[src/rtl/uart_tx_mmio_pkg.sv]
// uart_tx_mmio_pkg: shared register offsets, STATUS bit positions, FSM encodings
package uart_tx_mmio_pkg;
    localparam logic [31:0] OFS_TXDATA  = 32'd0;
    localparam logic [31:0] OFS_STATUS  = 32'd4;
    localparam logic [31:0] OFS_DIVISOR = 32'd8;
    localparam int ST_FULL  = 0;
    localparam int ST_EMPTY = 1;
    localparam int ST_BUSY  = 2;
    localparam int ST_OVF   = 3;
    localparam int ST_COUNT = 8;
    localparam logic [1:0] S_IDLE  = 2'd0;
    localparam logic [1:0] S_START = 2'd1;
    localparam logic [1:0] S_DATA  = 2'd2;
    localparam logic [1:0] S_STOP  = 2'd3;
    function automatic logic [31:0] status_word(input logic full, input logic empty,
                                                input logic busy, input logic ovf,
                                                input logic [7:0] cnt);
        logic [31:0] w;
        w = '0;
        w[ST_FULL] = full;
        w[ST_EMPTY] = empty;
        w[ST_BUSY] = busy;
        w[ST_OVF] = ovf;
        w[ST_COUNT +: 8] = cnt;
        return w;
    endfunction
endpackage

[src/rtl/uart_tx_mmio_fifo.sv]
// uart_tx_mmio_fifo: synchronous FIFO with first-word-fall-through output
//   clock, reset       : clock, synchronous active-high reset
//   i_push, i_din      : enqueue request/data (ignored when full)
//   i_pop              : dequeue request (ignored when empty)
//   o_dout             : head entry, valid whenever !o_empty
//   o_full/o_empty     : occupancy flags; o_count 0..DEPTH
module uart_tx_mmio_fifo #(
    parameter int WIDTH = 8,
    parameter int DEPTH = 8
) (
    input  logic                     clock,
    input  logic                     reset,
    input  logic                     i_push,
    input  logic                     i_pop,
    input  logic [WIDTH-1:0]         i_din,
    output logic [WIDTH-1:0]         o_dout,
    output logic                     o_full,
    output logic                     o_empty,
    output logic [$clog2(DEPTH):0]   o_count
);
    localparam int AW = $clog2(DEPTH);
    logic [WIDTH-1:0] r_mem [DEPTH];
    logic [AW-1:0] r_wr, r_rd;
    logic [AW:0] r_cnt;
    logic w_wr, w_rd;
    assign o_full = r_cnt == (AW+1)'(DEPTH);
    assign o_empty = r_cnt == '0;
    assign o_count = r_cnt;
    assign o_dout = r_mem[r_rd];
    // full/empty are pre-edge values, so a push into a full FIFO drops even with a pop
    assign w_wr = i_push && !o_full;
    assign w_rd = i_pop && !o_empty;
    always_ff @(posedge clock) begin
        if (w_wr) r_mem[r_wr] <= i_din;
    end
    always_ff @(posedge clock) begin
        if (reset) begin
            r_wr <= '0;
            r_rd <= '0;
            r_cnt <= '0;
        end else begin
            r_wr <= w_wr ? r_wr + AW'(1) : r_wr;
            r_rd <= w_rd ? r_rd + AW'(1) : r_rd;
            r_cnt <= r_cnt + (AW+1)'(w_wr) - (AW+1)'(w_rd);
        end
    end
endmodule

[src/rtl/uart_tx_mmio.sv]
// uart_tx_mmio: memory-mapped UART transmitter with TX FIFO and programmable baud divisor
//   clock, reset : clock, synchronous active-high reset
//   address      : bus address (TXDATA=BASE, STATUS=BASE+4, DIVISOR=BASE+8)
//   width        : byte-lane enables, unused (full-word decode)
//   write,dataIn : store strobe and data
//   dataOut      : registered load data, 0 for unmatched addresses
//   tx           : serial line, idle high
//   irq          : FIFO empty and transmitter idle
module uart_tx_mmio
    import uart_tx_mmio_pkg::*;
#(
    parameter logic [31:0] BASE_ADDR  = 32'hf0000010,
    parameter int          FIFO_DEPTH = 8,
    parameter int          DATA_BITS  = 8,
    parameter int          STOP_BITS  = 1,
    parameter int          RESET_DIV  = 16
) (
    input  logic        clock,
    input  logic        reset,
    input  logic [31:0] address,
    input  logic [3:0]  width,
    input  logic        write,
    input  logic [31:0] dataIn,
    output logic [31:0] dataOut,
    output logic        tx,
    output logic        irq
);
    localparam int AW = $clog2(FIFO_DEPTH);
    logic w_sel_data, w_sel_status, w_sel_div;
    logic w_full, w_empty, w_push, w_pop, w_tick, w_last_data, w_last_stop;
    logic [AW:0] w_cnt;
    logic [DATA_BITS-1:0] w_fifo_dout;
    logic [31:0] w_status;
    logic w_unused;
    logic [1:0] r_state;
    logic [DATA_BITS-1:0] r_shreg;
    logic [15:0] r_div, r_bdiv, r_baud;
    logic [3:0] r_bit;
    logic r_ovf, r_tx, r_irq;
    logic [31:0] r_dout;
    assign w_sel_data = address == BASE_ADDR + OFS_TXDATA;
    assign w_sel_status = address == BASE_ADDR + OFS_STATUS;
    assign w_sel_div = address == BASE_ADDR + OFS_DIVISOR;
    assign w_push = write && w_sel_data;
    assign w_tick = r_baud == 16'd0;
    assign w_last_data = r_bit == 4'(DATA_BITS - 1);
    assign w_last_stop = r_bit == 4'(STOP_BITS - 1);
    // pop from IDLE, or at the end of the last stop bit so frames run back-to-back
    assign w_pop = !w_empty && (r_state == S_IDLE || (r_state == S_STOP && w_tick && w_last_stop));
    assign w_status = status_word(w_full, w_empty, r_state != S_IDLE, r_ovf, 8'(w_cnt));
    assign w_unused = ^{width, dataIn[31:16]};
    assign dataOut = r_dout;
    assign tx = r_tx;
    assign irq = r_irq;
    uart_tx_mmio_fifo #(.WIDTH(DATA_BITS), .DEPTH(FIFO_DEPTH)) u_fifo (
        .clock   (clock),
        .reset   (reset),
        .i_push  (w_push),
        .i_pop   (w_pop),
        .i_din   (dataIn[DATA_BITS-1:0]),
        .o_dout  (w_fifo_dout),
        .o_full  (w_full),
        .o_empty (w_empty),
        .o_count (w_cnt)
    );
    always_ff @(posedge clock) begin
        if (reset) begin
            r_div <= 16'(RESET_DIV);
            r_ovf <= 1'b0;
            r_dout <= '0;
            r_irq <= 1'b1;
        end else begin
            if (write && w_sel_div) r_div <= dataIn[15:0] == 16'd0 ? 16'd1 : dataIn[15:0];
            if (write && w_sel_status) r_ovf <= 1'b0;
            else if (w_push && w_full) r_ovf <= 1'b1;
            r_dout <= w_sel_status ? w_status : w_sel_div ? {16'h0, r_div} : 32'h0;
            r_irq <= w_empty && r_state == S_IDLE;
        end
    end
    // the divisor is copied into r_bdiv at frame start so mid-frame writes only affect the next frame
    always_ff @(posedge clock) begin
        if (reset) begin
            r_state <= S_IDLE;
            r_tx <= 1'b1;
            r_shreg <= '0;
            r_bdiv <= 16'(RESET_DIV);
            r_baud <= '0;
            r_bit <= '0;
        end else if (w_pop) begin
            r_state <= S_START;
            r_tx <= 1'b0;
            r_shreg <= w_fifo_dout;
            r_bdiv <= r_div;
            r_baud <= r_div - 16'd1;
            r_bit <= '0;
        end else if (r_state != S_IDLE) begin
            r_baud <= w_tick ? r_bdiv - 16'd1 : r_baud - 16'd1;
            if (w_tick) begin
                case (r_state)
                    S_START: begin
                        r_state <= S_DATA;
                        r_tx <= r_shreg[0];
                    end
                    S_DATA: begin
                        r_state <= w_last_data ? S_STOP : S_DATA;
                        r_tx <= w_last_data ? 1'b1 : r_shreg[1];
                        r_shreg <= r_shreg >> 1;
                        r_bit <= w_last_data ? 4'd0 : r_bit + 4'd1;
                    end
                    default: begin
                        r_state <= w_last_stop ? S_IDLE : S_STOP;
                        r_bit <= r_bit + 4'd1;
                    end
                endcase
            end
        end
    end
endmodule
[config.mk]
export PLATFORM = sky130hd
export DESIGN_NAME = uart_tx_mmio
export DESIGN_NICKNAME = d
export VERILOG_FILES = /design/src/rtl/uart_tx_mmio_pkg.sv /design/src/rtl/uart_tx_mmio_fifo.sv /design/src/rtl/uart_tx_mmio.sv
export SDC_FILE = /design/constraint.sdc
export NUM_CORES = 1
export LEC_CHECK = 0
export CAP_MARGIN = 0
export CELL_PAD_IN_SITES_DETAIL_PLACEMENT = 2
export CELL_PAD_IN_SITES_GLOBAL_PLACEMENT = 2
export CORE_AREA = 2 2 141 143
export DETAILED_ROUTE_END_ITERATION = 10
export DIE_AREA = 0 0 143 145
export HOLD_SLACK_MARGIN = 0.15
export PLACE_DENSITY = 0.91
export SETUP_SLACK_MARGIN = 0.05
export SYNTH_ARGS = -nofsm -noshare
export SYNTH_HDL_FRONTEND = slang
export SYNTH_HIERARCHICAL = 1
export SYNTH_SLANG_ARGS = --single-unit
export TNS_END_PERCENT = 10
[constraint.sdc]
create_clock -name clock -period 8 [get_ports clock]
set_clock_uncertainty 0.2 [all_clocks]
set_input_delay 1.2 -clock clock [delete_from_list [all_inputs] [get_ports clock]]
set_output_delay 1.2 -clock clock [all_outputs]
set_load 0.03 [all_outputs]
### Word-level counts from Yosys, hierarchy flattened

Memories as Yosys holds them, arrays and structs flattened. A register that Yosys moved wholly into a read port is not among the register bits.
Cells that the tools add are included.

* equality and inequality tests: 8
* bitwise operators: 2
* reduce and logical (&&, ||, !) cells: 32
* mux-type cells: 27
* add/subtract/negate cells: 8

Operator list (number)
* $eq A32 B32 Y1 const B: 3
* $mux W16: 4
* $sub A16 B1 Y16 const B: 3
* $logic_not A16 Y1: 2
* $mux W8: 4
* $mux W12: 2
* $logic_and A1 B1 Y1: 10
* $mux W1: 10
* $reduce_and A3 Y1: 3
* $logic_not A4 Y1: 2
* $pmux W4 S2: 1
* $reduce_bool A2 Y1: 4
* $add A3 B1 Y3 const B: 2
* $mux W3: 2
* $reduce_or A2 Y1: 3
* $add A4 B1 Y4: 1
* $add A4 B1 Y4 const B: 1
* $eq A2 B2 Y1 const B: 2
* $eq A4 B3 Y1 const B: 1
* $eq A4 B4 Y1 const B: 1
* $mux W4: 1
* $pmux W2 S2: 1
* $reduce_and A2 Y1: 2
* $sub A4 B1 Y4: 1
* 9 further kinds: 11

* logic and storage cells: 94
* memories: 1
* input bits: 71
* bits in writable memories: 64
* bits in registers: 107

Memories
* u_fifo.r_mem: depth 8, width 8, rd ports 1, clocked after memory_dff 1, write ports 1, RTL line uart_tx_mmio_fifo.sv:22 `logic [WIDTH-1:0] r_mem [DEPTH];`

### Depth between registers and ports, before layout

Gate-level depths: netlist of the first run.

* depth in word-level cells: 8
* mapped depth: 18
* mapped depth without buffers: 15

### Modules after synthesis

Netlist of the first run, hierarchy kept.

Modules (own cells, without submodules)
* uart_tx_mmio: area an instance 4185.3 µm², cells an instance 489, times used 1, sequential area each 1621.6 µm²
* uart_tx_mmio_fifo: area an instance 3180.6 µm², cells an instance 174, times used 1, sequential area each 2182.1 µm²

### Worst setup path before layout of the first run

OpenSTA, ideal clock, no wires.

* kind: register to register
* start: register u_fifo.r_cnt[2], in the netlist u_fifo/o_count[2]
* end: register u_fifo.r_cnt[2], in the netlist u_fifo/o_count[2]
* setup time: 0.128 ns
* clock period less this slack: 3.947 ns
* buffers on the path: 4
* setup slack: 4.053 ns
* stages on the path, launching flop included: 19
* arrival time: 3.619 ns
* path through: dfxtp_1 inv_1 ha_1 nor3b_1 nand2b_1 nor2_8 a21oi_2 buf_6 clkinv_1 buf_2 buf_2 nor2b_1 buf_2 xnor2_1 ha_1 inv_1 fa_1 xor2_1 nor2_1

* longest elaborated chain between the ends: 5

Ends and longest elaborated chain
* start: declaration: RTL line uart_tx_mmio_fifo.sv:24 `logic [AW:0] r_cnt;`
* start signal: assignment: RTL line uart_tx_mmio_fifo.sv:44 `r_cnt <= r_cnt + (AW+1)'(w_wr) - (AW+1)'(w_rd);`
* $logic_not A4 Y1: RTL line uart_tx_mmio_fifo.sv:27 `assign o_empty = r_cnt == '0;`
* net w_empty: RTL line uart_tx_mmio.sv:30 `logic w_full, w_empty, w_push, w_pop, w_tick, w_last_data, w_last_stop;`
* $logic_not A1 Y1: RTL line uart_tx_mmio.sv:49 `assign w_pop = !w_empty && (r_state == S_IDLE || (r_state == S_STOP && w_tick && w_last_stop));`
* $logic_and A1 B1 Y1: RTL line uart_tx_mmio.sv:49
* net w_pop: RTL line uart_tx_mmio.sv:30
* $logic_and A1 B1 Y1: RTL line uart_tx_mmio_fifo.sv:32 `assign w_rd = i_pop && !o_empty;`
* $sub A4 B1 Y4: RTL line uart_tx_mmio_fifo.sv:44

The timed path passes the listed nets, and every way through them passes these cells.
A chain may end at the register's enable or synchronous reset.

### Worst setup path after layout of the first run

* start: register u_fifo.r_cnt[2], in the netlist u_fifo/o_count[2]
* end: register r_baud[14]

* longest elaborated chain between the ends: 4

Ends and longest elaborated chain
* $logic_not A4 Y1 (*): RTL line uart_tx_mmio_fifo.sv:27
* net w_empty: RTL line uart_tx_mmio.sv:30
* $logic_not A1 Y1 (*): RTL line uart_tx_mmio.sv:49
* $logic_and A1 B1 Y1 (*): RTL line uart_tx_mmio.sv:49
* $mux W16 / $reduce_bool A2 Y1 (equally long branches)
* end signal: assignment: RTL line uart_tx_mmio.sv:94 `r_baud <= r_div - 16'd1;`
* end signal: assignment: RTL line uart_tx_mmio.sv:97 `r_baud <= w_tick ? r_bdiv - 16'd1 : r_baud - 16'd1;`
* end: declaration: RTL line uart_tx_mmio.sv:37 `logic [15:0] r_div, r_bdiv, r_baud;`

The timed path passes the listed nets; every way through them passes the cells marked *.

==> results of run 1 <==
==> per-layer routing <==
layer | vias to the layer above | GRT usage (%)
met2 | 252 | 47.0
met4 | 0 | 11.1
met3 | 55 | 4.72
met1 | 3052 | 32.6
met5 | - | 0
li1 | 2541 | -
==> sequential cells by signal (all words and copies together), names as in the netlist, named ones only <==
signal	flops
dataOut	16
irq	1
r_baud	16
r_bdiv	16
r_bit	4
r_div	16
r_ovf	1
r_shreg	8
r_state	2
tx	1
u_fifo/o_count	4
u_fifo/r_mem	64
u_fifo/r_rd	3
u_fifo/r_wr	3
==> power by group through the flow <==
stage               logic [mW]  registers (mW)  clock network (mW)
floorplan                0.781           0.986                   0
global placement         0.952            1.00                   0
detailed placement        1.04            1.01                   0
CTS                       1.12            1.00               0.860
global route              1.21            1.02               0.892
finish                    1.13            1.01               0.848
==> layout make-up <==
class                   count  area share, %
well taps                 265           3.77
flip-flops and latches    158           43.2
clock inverters            15           2.03
inverters                  14          0.597
clock buffers              17           4.84
multi-input cells         455           37.0
repair buffers             78           8.53
==> cells by family after synthesis <==
| logic type | Yosys count |
|---|---|
| AND/OR/NAND/NOR | 238 |
| flip-flops | 158 |
| AO/OA/AOI/OAI | 125 |
| buffers and inverters | 65 |
| multiplexers | 50 |
| adder cells (fa/ha/maj) | 15 |
| XOR/XNOR | 11 |
| other | 1 |
==> how the worst max path moves through the flow <==
stage	startpoint	endpoint	slack, ns	cells past startpoint
5_1_grt	u_fifo/o_count[2]	r_baud[14]	2.72	17
6_report	u_fifo/o_count[2]	r_baud[14]	3.04	17
2_1_floorplan	u_fifo/o_count[2]	u_fifo/o_count[2]	4.05	18
3_3_place_gp	r_baud[9]	u_fifo/o_count[2]	3.52	13
3_5_place_dp	address[17]	u_fifo/r_mem[7][5]	3.35	8
4_1_cts	u_fifo/o_count[2]	r_baud[14]	3.14	17
==> cells in the final DEF (no fill, tap or decap), drive strengths merged, types with 3 or more instances in the layout <==
cell / Yosys / layout
a311oi: 9 / 9
or4: 3 / 3
a22o: 8 / 8
ha: 14 / 14
a211oi: 11 / 11
o21ai: 18 / 18
nand4: 6 / 6
a21oi: 42 / 42
mux2i: 22 / 22
clkbuf: 15 / 17
conb: 1 / 16
clkinv: 1 / 4
xor2: 4 / 4
a2111oi: 3 / 3
nor3b: 4 / 4
or3: 5 / 5
clkdlybuf4s50: 0 / 67
xnor2: 7 / 7
dfxtp: 94 / 94
nor2: 67 / 67
mux4: 16 / 16
mux2: 12 / 12
a21o: 5 / 5
and2: 14 / 14
nor3: 21 / 21
nand2b: 12 / 12
edfxtp: 64 / 64
inv: 13 / 25
nor2b: 7 / 7
o21a: 9 / 9
nand3: 6 / 6
buf: 36 / 11
nand2: 64 / 64
nor4: 13 / 13
a32oi: 3 / 3
o32ai: 5 / 5
==> stage by stage <==
stage | std cells | worst slack [ns] | power [mW] | area, µm² | hold WS (ns)
2_1_floorplan | 678 | 4.05 | 1.77 | 7420 | 0.232
3_3_place_gp | 970 | 3.52 | 1.96 | 8190 | 0.243
3_5_place_dp | 970 | 3.35 | 2.06 | 8190 | 0.264
4_1_cts | 1002 | 3.14 | 2.98 | 8800 | 0.278
5_1_grt | 1002 | 2.72 | 3.12 | 8800 | 0.323
6_report | 1002 | 3.04 | 2.99 | 8800 | 0.276
==> worst max-delay path, stage by stage (launching register included) <==
cell      delay (ns)
dfxtp_1         0.33
inv_1           0.11
ha_1            0.15
nor3b_1         0.28
buf_4           0.25
and2b_1         0.44
a21oi_2         0.21
buf_4           0.45
clkinv_1        0.14
buf_4           0.29
nand2_1         0.19
o21a_1          0.18
ha_1            0.21
inv_1           0.10
a221oi_2        0.54
nand4_1         0.26
xnor2_1         0.21
a211oi_1        0.27
==> impl_results.md, run 1 <==
- Site Rows: about 50
- Final WL: 27100 µm
- CTS tree: yes
- Diodes inserted: 0
- Synth top area cells: edfxtp_1 26%, dfxtp_1 26%, mux4_1 5.4%
- Pwr dens: around 340 nW/µm²
- Most frequent cells after synthesis: 94 x dfxtp_1, 66 x nor2_1, 64 x edfxtp_1
- Worst-path maximum fanout: 40
- Met3 wire length: 1460 µm
- Number of routed nets with antenna violations: 0
- WHS Path Cells: 2
- RSZ-0062 raised after global routing: false
- Most numerous cell in the Yosys netlist: dfxtp_1
- Number of synthesized register bits: 158
- Synthesis-to-layout area growth: 19.4%
- Setup Buffers After CTS: 0
- CTS Buf Count: 17
- Adder-Cell Fraction of Synth Area: about 2.6%
- Cells on worst reg2reg path: 17
- Worst Max-Slew Pin Slew: 1.22 ns
- Post-Route Utilization: 45.8%
- Post-synthesis cell count: between 600 and 700
- Worst R2R Setup Slack: between 3 and 4 ns
- # resized after CTS: 0
- Drt wl/cell: approximately 27 µm
- Setup TNS: 0 ns
- Sw power: around 1.2 mW
- Synth warnings: 6
- Synth unique cells: 77
- Filler instances: 1892
- Final Hold Vio Count: 0
- Status: completed
- Tmin final: 4.96 ns
- Final Max Slew Viols: 0
- Core area: roughly 19000 µm²
- GRT Total Usage: 27.0%
- Number of remaining DRC errors: 0
- Hpwl dp: about 16000 µm
- Relative slew slack: 18.3%
- RR Startpoint: u_fifo/o_count[2]
- Die height: 145 µm
- Root buffer cell: clkbuf_16
- Critical Setup Path Class: flip-flop to flip-flop
- Number of flops mapped to enable cells by yosys: 64
- FMAX: ~0.20 GHz
- Storage element area: 3800 µm²
- Hold Path Sink: r_bdiv[11]
- Logic pwr share: 37.9%
- # setup viols final: 0
- Startpoint Class: flip-flop
- Setup crit end kind: flip-flop
- Max_cap viols: 0
- Met2 wire length: 14200 µm
- Area of the multi-input gates: 3250 µm²
- Nets: 810
- Largest family of logic cells by synthesized area: simple AND/OR/NAND/NOR gates
- GPL Wtd Cong: 0.826
- Number of global-route vias before repair: ~6500
- Mux cell area share after synthesis: a little over a tenth
- Reg power frac: around 34%
- Worst Hold Launch: r_bdiv[11]
- Largest net degree at the start of global routing: 64
- P_leak: 3.05 nW
- Die area: 20700 µm²
- Ports: about 110
- XOR/XNOR Fraction of Synth Area: 1.31%
- Area fraction of the dominant cell type after synthesis: 26.1%
- Worst skew pair latency: around 0.45 ns
- Initial antenna violation count: 0
- Avg Synthesized Cell Area: approximately 11 µm²
- Vias per cell: around 6
- Htree depth: 4
- Pint: around 1.7 mW
- Vias after detailed routing: 5900
- Top Metal Used: met4
- Crit path DAT: 5.10 ns
- Most used DFF post-synth: dfxtp_1
- Tcrit/Tclk final: 62.0%
- CTS Buffer Depth: 2
- RR Endpoint: r_baud[14]
- Total gr overflow: 0
- Clk pin slew, worst setup/hold paths: 0.08 ns
- Tightest Hold Check Type: flip-flop to flip-flop
- Switching Share: 41.8%
- Initial DRC count: between 400 and 500
- Asr flop ratio synth: 0%
- First-pass GRT wire length: 42000 µm
- Netlist Area Pre-Place: 7370 µm²
- DR pass1 iterations: 5
- Layout cells sized above 1: a little over a tenth
- Post-CTS Hold Fix Bufs: 0
- Synth Area in Simple Gates: around 17%
- Synth Area in Compound Gates: 11.9%
- CP required: 8.14 ns
- Port bufs: a little under 70
- Clk pwr share: 28.4%
- Worst VDD drop: 145 µV
- Die Width: 143 µm
- Initial Util: 38.3%
- Synth area leader: edfxtp_1
- Clock sink count: 158
- Sequential area share after synthesis: between 50% and 60%
- Metal1 wirelength: 10600 µm
(Power assumes the default switching activity.)
==> inputs of run 2 (changes only) <==
--- a/config.mk
+++ b/config.mk
@@ -8,11 +8,11 @@
 export CAP_MARGIN = 0
 export CELL_PAD_IN_SITES_DETAIL_PLACEMENT = 2
 export CELL_PAD_IN_SITES_GLOBAL_PLACEMENT = 2
-export CORE_AREA = 2 2 141 143
+export CORE_AREA = 2 2 147 149
 export DETAILED_ROUTE_END_ITERATION = 10
-export DIE_AREA = 0 0 143 145
+export DIE_AREA = 0 0 149 151
 export HOLD_SLACK_MARGIN = 0.15
-export PLACE_DENSITY = 0.91
+export PLACE_DENSITY = 0.85
 export SETUP_SLACK_MARGIN = 0.05
 export SYNTH_ARGS = -nofsm -noshare
 export SYNTH_HDL_FRONTEND = slang
==> constraint.sdc (replaced) <==
create_clock -name clock -period 4.74 [get_ports clock]
set_clock_uncertainty 0.2 [all_clocks]
set_input_delay 0.711 -clock clock [delete_from_list [all_inputs] [get_ports clock]]
set_output_delay 0.711 -clock clock [all_outputs]
set_load 0.03 [all_outputs]
==> impl_results.md, run 2 (synthesis gave the netlist of run 1 again) <==
- Status: completed
- Ports: 105
- Vias per cell: 5.57
- Layout cells sized above 1: 11.3%
- Tmin final: around 4.5 ns
- Setup TNS: 0 ns
- Final Hold Vio Count: 0
- GRT Total Usage: 22.1%
- Metal1 wirelength: roughly 10000 µm
- Total gr overflow: 0
- Max_cap viols: 0
- Worst VDD drop: 292 µV
- # resized after CTS: 0
- P_leak: approximately 3.1 nW
- # setup viols final: 0
- First-pass GRT wire length: ~37000 µm
- Drt wl/cell: 23.6 µm
- Most frequent cells in the layout: 94 x dfxtp_1, 67 x clkdlybuf4s50_1, 66 x nor2_1, 64 x edfxtp_1, 63 x nand2_1
- Worst Max-Slew Pin Slew: 1.00 ns
- Crit path DAT: 4.60 ns
- Finished layout cell area: 8860 µm²
- Top Metal Used: met4
- CTS Buffer Depth: 2
- Htree depth: 4
- Root buffer cell: clkbuf_16
- Initial antenna violation count: 0
- Placement Setup Slack: roughly 0.56 ns
- RSZ-0062 raised after global routing: false
- DR pass1 iterations: 5
- Hpwl dp: 15600 µm
- Initial Util: 35.4%
- Met2 wire length: 12300 µm
- Largest register FFs: 64
- Worst-path maximum fanout: 32
- Clk pwr share: 28.8%
- Final Max Slew Viols: 0
- CTS tree: yes
- Number of global-route vias before repair: 6316
- Worst skew pair latency: approximately 0.44 ns
- Core area: between 20000 and 25000 µm²
- Synthesis-to-layout area growth: 20.3%
- Relative slew slack: 33.0%
- Clock sink count: 158
- Diodes inserted: 0
- Die height: 151 µm
- Reg power frac: 34.1%
- Tightest Hold Check Type: flip-flop to flip-flop
- Switching Share: about two fifths
- Pwr Total: 4.96 mW
- Number of routed nets with antenna violations: 0
- Final WL: 24000 µm
- Setup crit end kind: flip-flop
- DP Area: 8250 µm²
- FMAX: 0.223 GHz
- Die Width: 149 µm
- Most common cell after layout, fill and taps aside: dfxtp_1
- Logic pwr share: 37.1%
- Most flops, register: u_fifo/r_mem
- Largest net degree at the start of global routing: 45
- Setup Buffers After CTS: 0
- Initial DRC count: around 350
- GPL Wtd Cong: 0.800
- Met3 wire length: between 1000 and 1500 µm
- Setup WS post-layout: approximately 0.25 ns
- Critical Setup Path Class: flip-flop to flip-flop
- Clk pin slew, worst setup/hold paths: 0.07 ns
- CP required: 4.85 ns
- Number of remaining DRC errors: 0
- Nets: 816
- Filler instances: 2138
- Pwr dens: 559 nW/µm²
- Port bufs: 68
- CTS Buf Count: 17
- Post-Route Utilization: roughly 43%
- Tcrit/Tclk final: 94.7%
- Post-CTS Hold Fix Bufs: 0
- Site Rows: 53
- Sw power: 1.97 mW
- Die area: 22500 µm²
- Vias after detailed routing: 5669
- Pint: 2.98 mW
- Startpoint Class: flip-flop
-- run 2: worst max-delay path: stages (launching register included) --
cell and delay (ns):
dfxtp_1 0.39, inv_1 0.12, ha_1 0.22, nor3b_1 0.14
buf_4 0.19, nand2b_1 0.34, nor2_8 0.27, a21oi_2 0.10
clkinv_1 0.15, buf_4 0.38, o21a_1 0.24, ha_1 0.22
inv_1 0.08, a221oi_2 0.52, nand4_1 0.22, xnor2_1 0.20
a211oi_1 0.36
-- run 2: metal layers --
metal / up-vias / GRT usage (%)
met2: 178 / 39.6
met3: 43 / 4.73
li1: 2561 / -
met4: 0 / 7.95
met5: - / 0
met1: 2887 / 26.2
-- run 2: final timing paths --
kind              slack [ns]              start          to  depth (start not counted)
hold reg to reg         0.27                 tx          tx                          2
hold / removal          0.27                 tx          tx                          2
setup reg to reg        0.25  u_fifo/o_count[2]  r_baud[14]                         16
setup / recovery        0.25  u_fifo/o_count[2]  r_baud[14]                         16
-- run 2: metrics by stage --
stage / std cells / hold slack [ns]
after floorplan: 678 / 0.232
after global placement: 986 / 0.242
after detailed placement: 986 / 0.264
after CTS: 1018 / 0.279
after global routing: 1018 / 0.294
final: 1018 / 0.268
-- run 2: area by class of cell --
| type | count | area (µm²) | share of cell area, % |
|---|---|---|---|
| clock inverters | 15 | 186 | 2.10 |
| well taps | 275 | 344 | 3.88 |
| multi-input cells | 455 | 3250 | 36.7 |
| repair buffers | 84 | 796 | 8.98 |
| flip-flops and latches | 158 | 3800 | 42.9 |
| clock buffers | 17 | 425 | 4.80 |
| inverters | 14 | 52.6 | 0.593 |
-- run 2: power by group through the flow --
| stage | logic, mW | clock network [mW] | registers [mW] |
|---|---|---|---|
| floorplan | 1.32 | 0 | 1.66 |
| global placement | 1.62 | 0 | 1.70 |
| detailed placement | 1.76 | 0 | 1.71 |
| CTS | 1.82 | 1.45 | 1.69 |
| global route | 1.98 | 1.50 | 1.71 |
| finish | 1.84 | 1.43 | 1.69 |
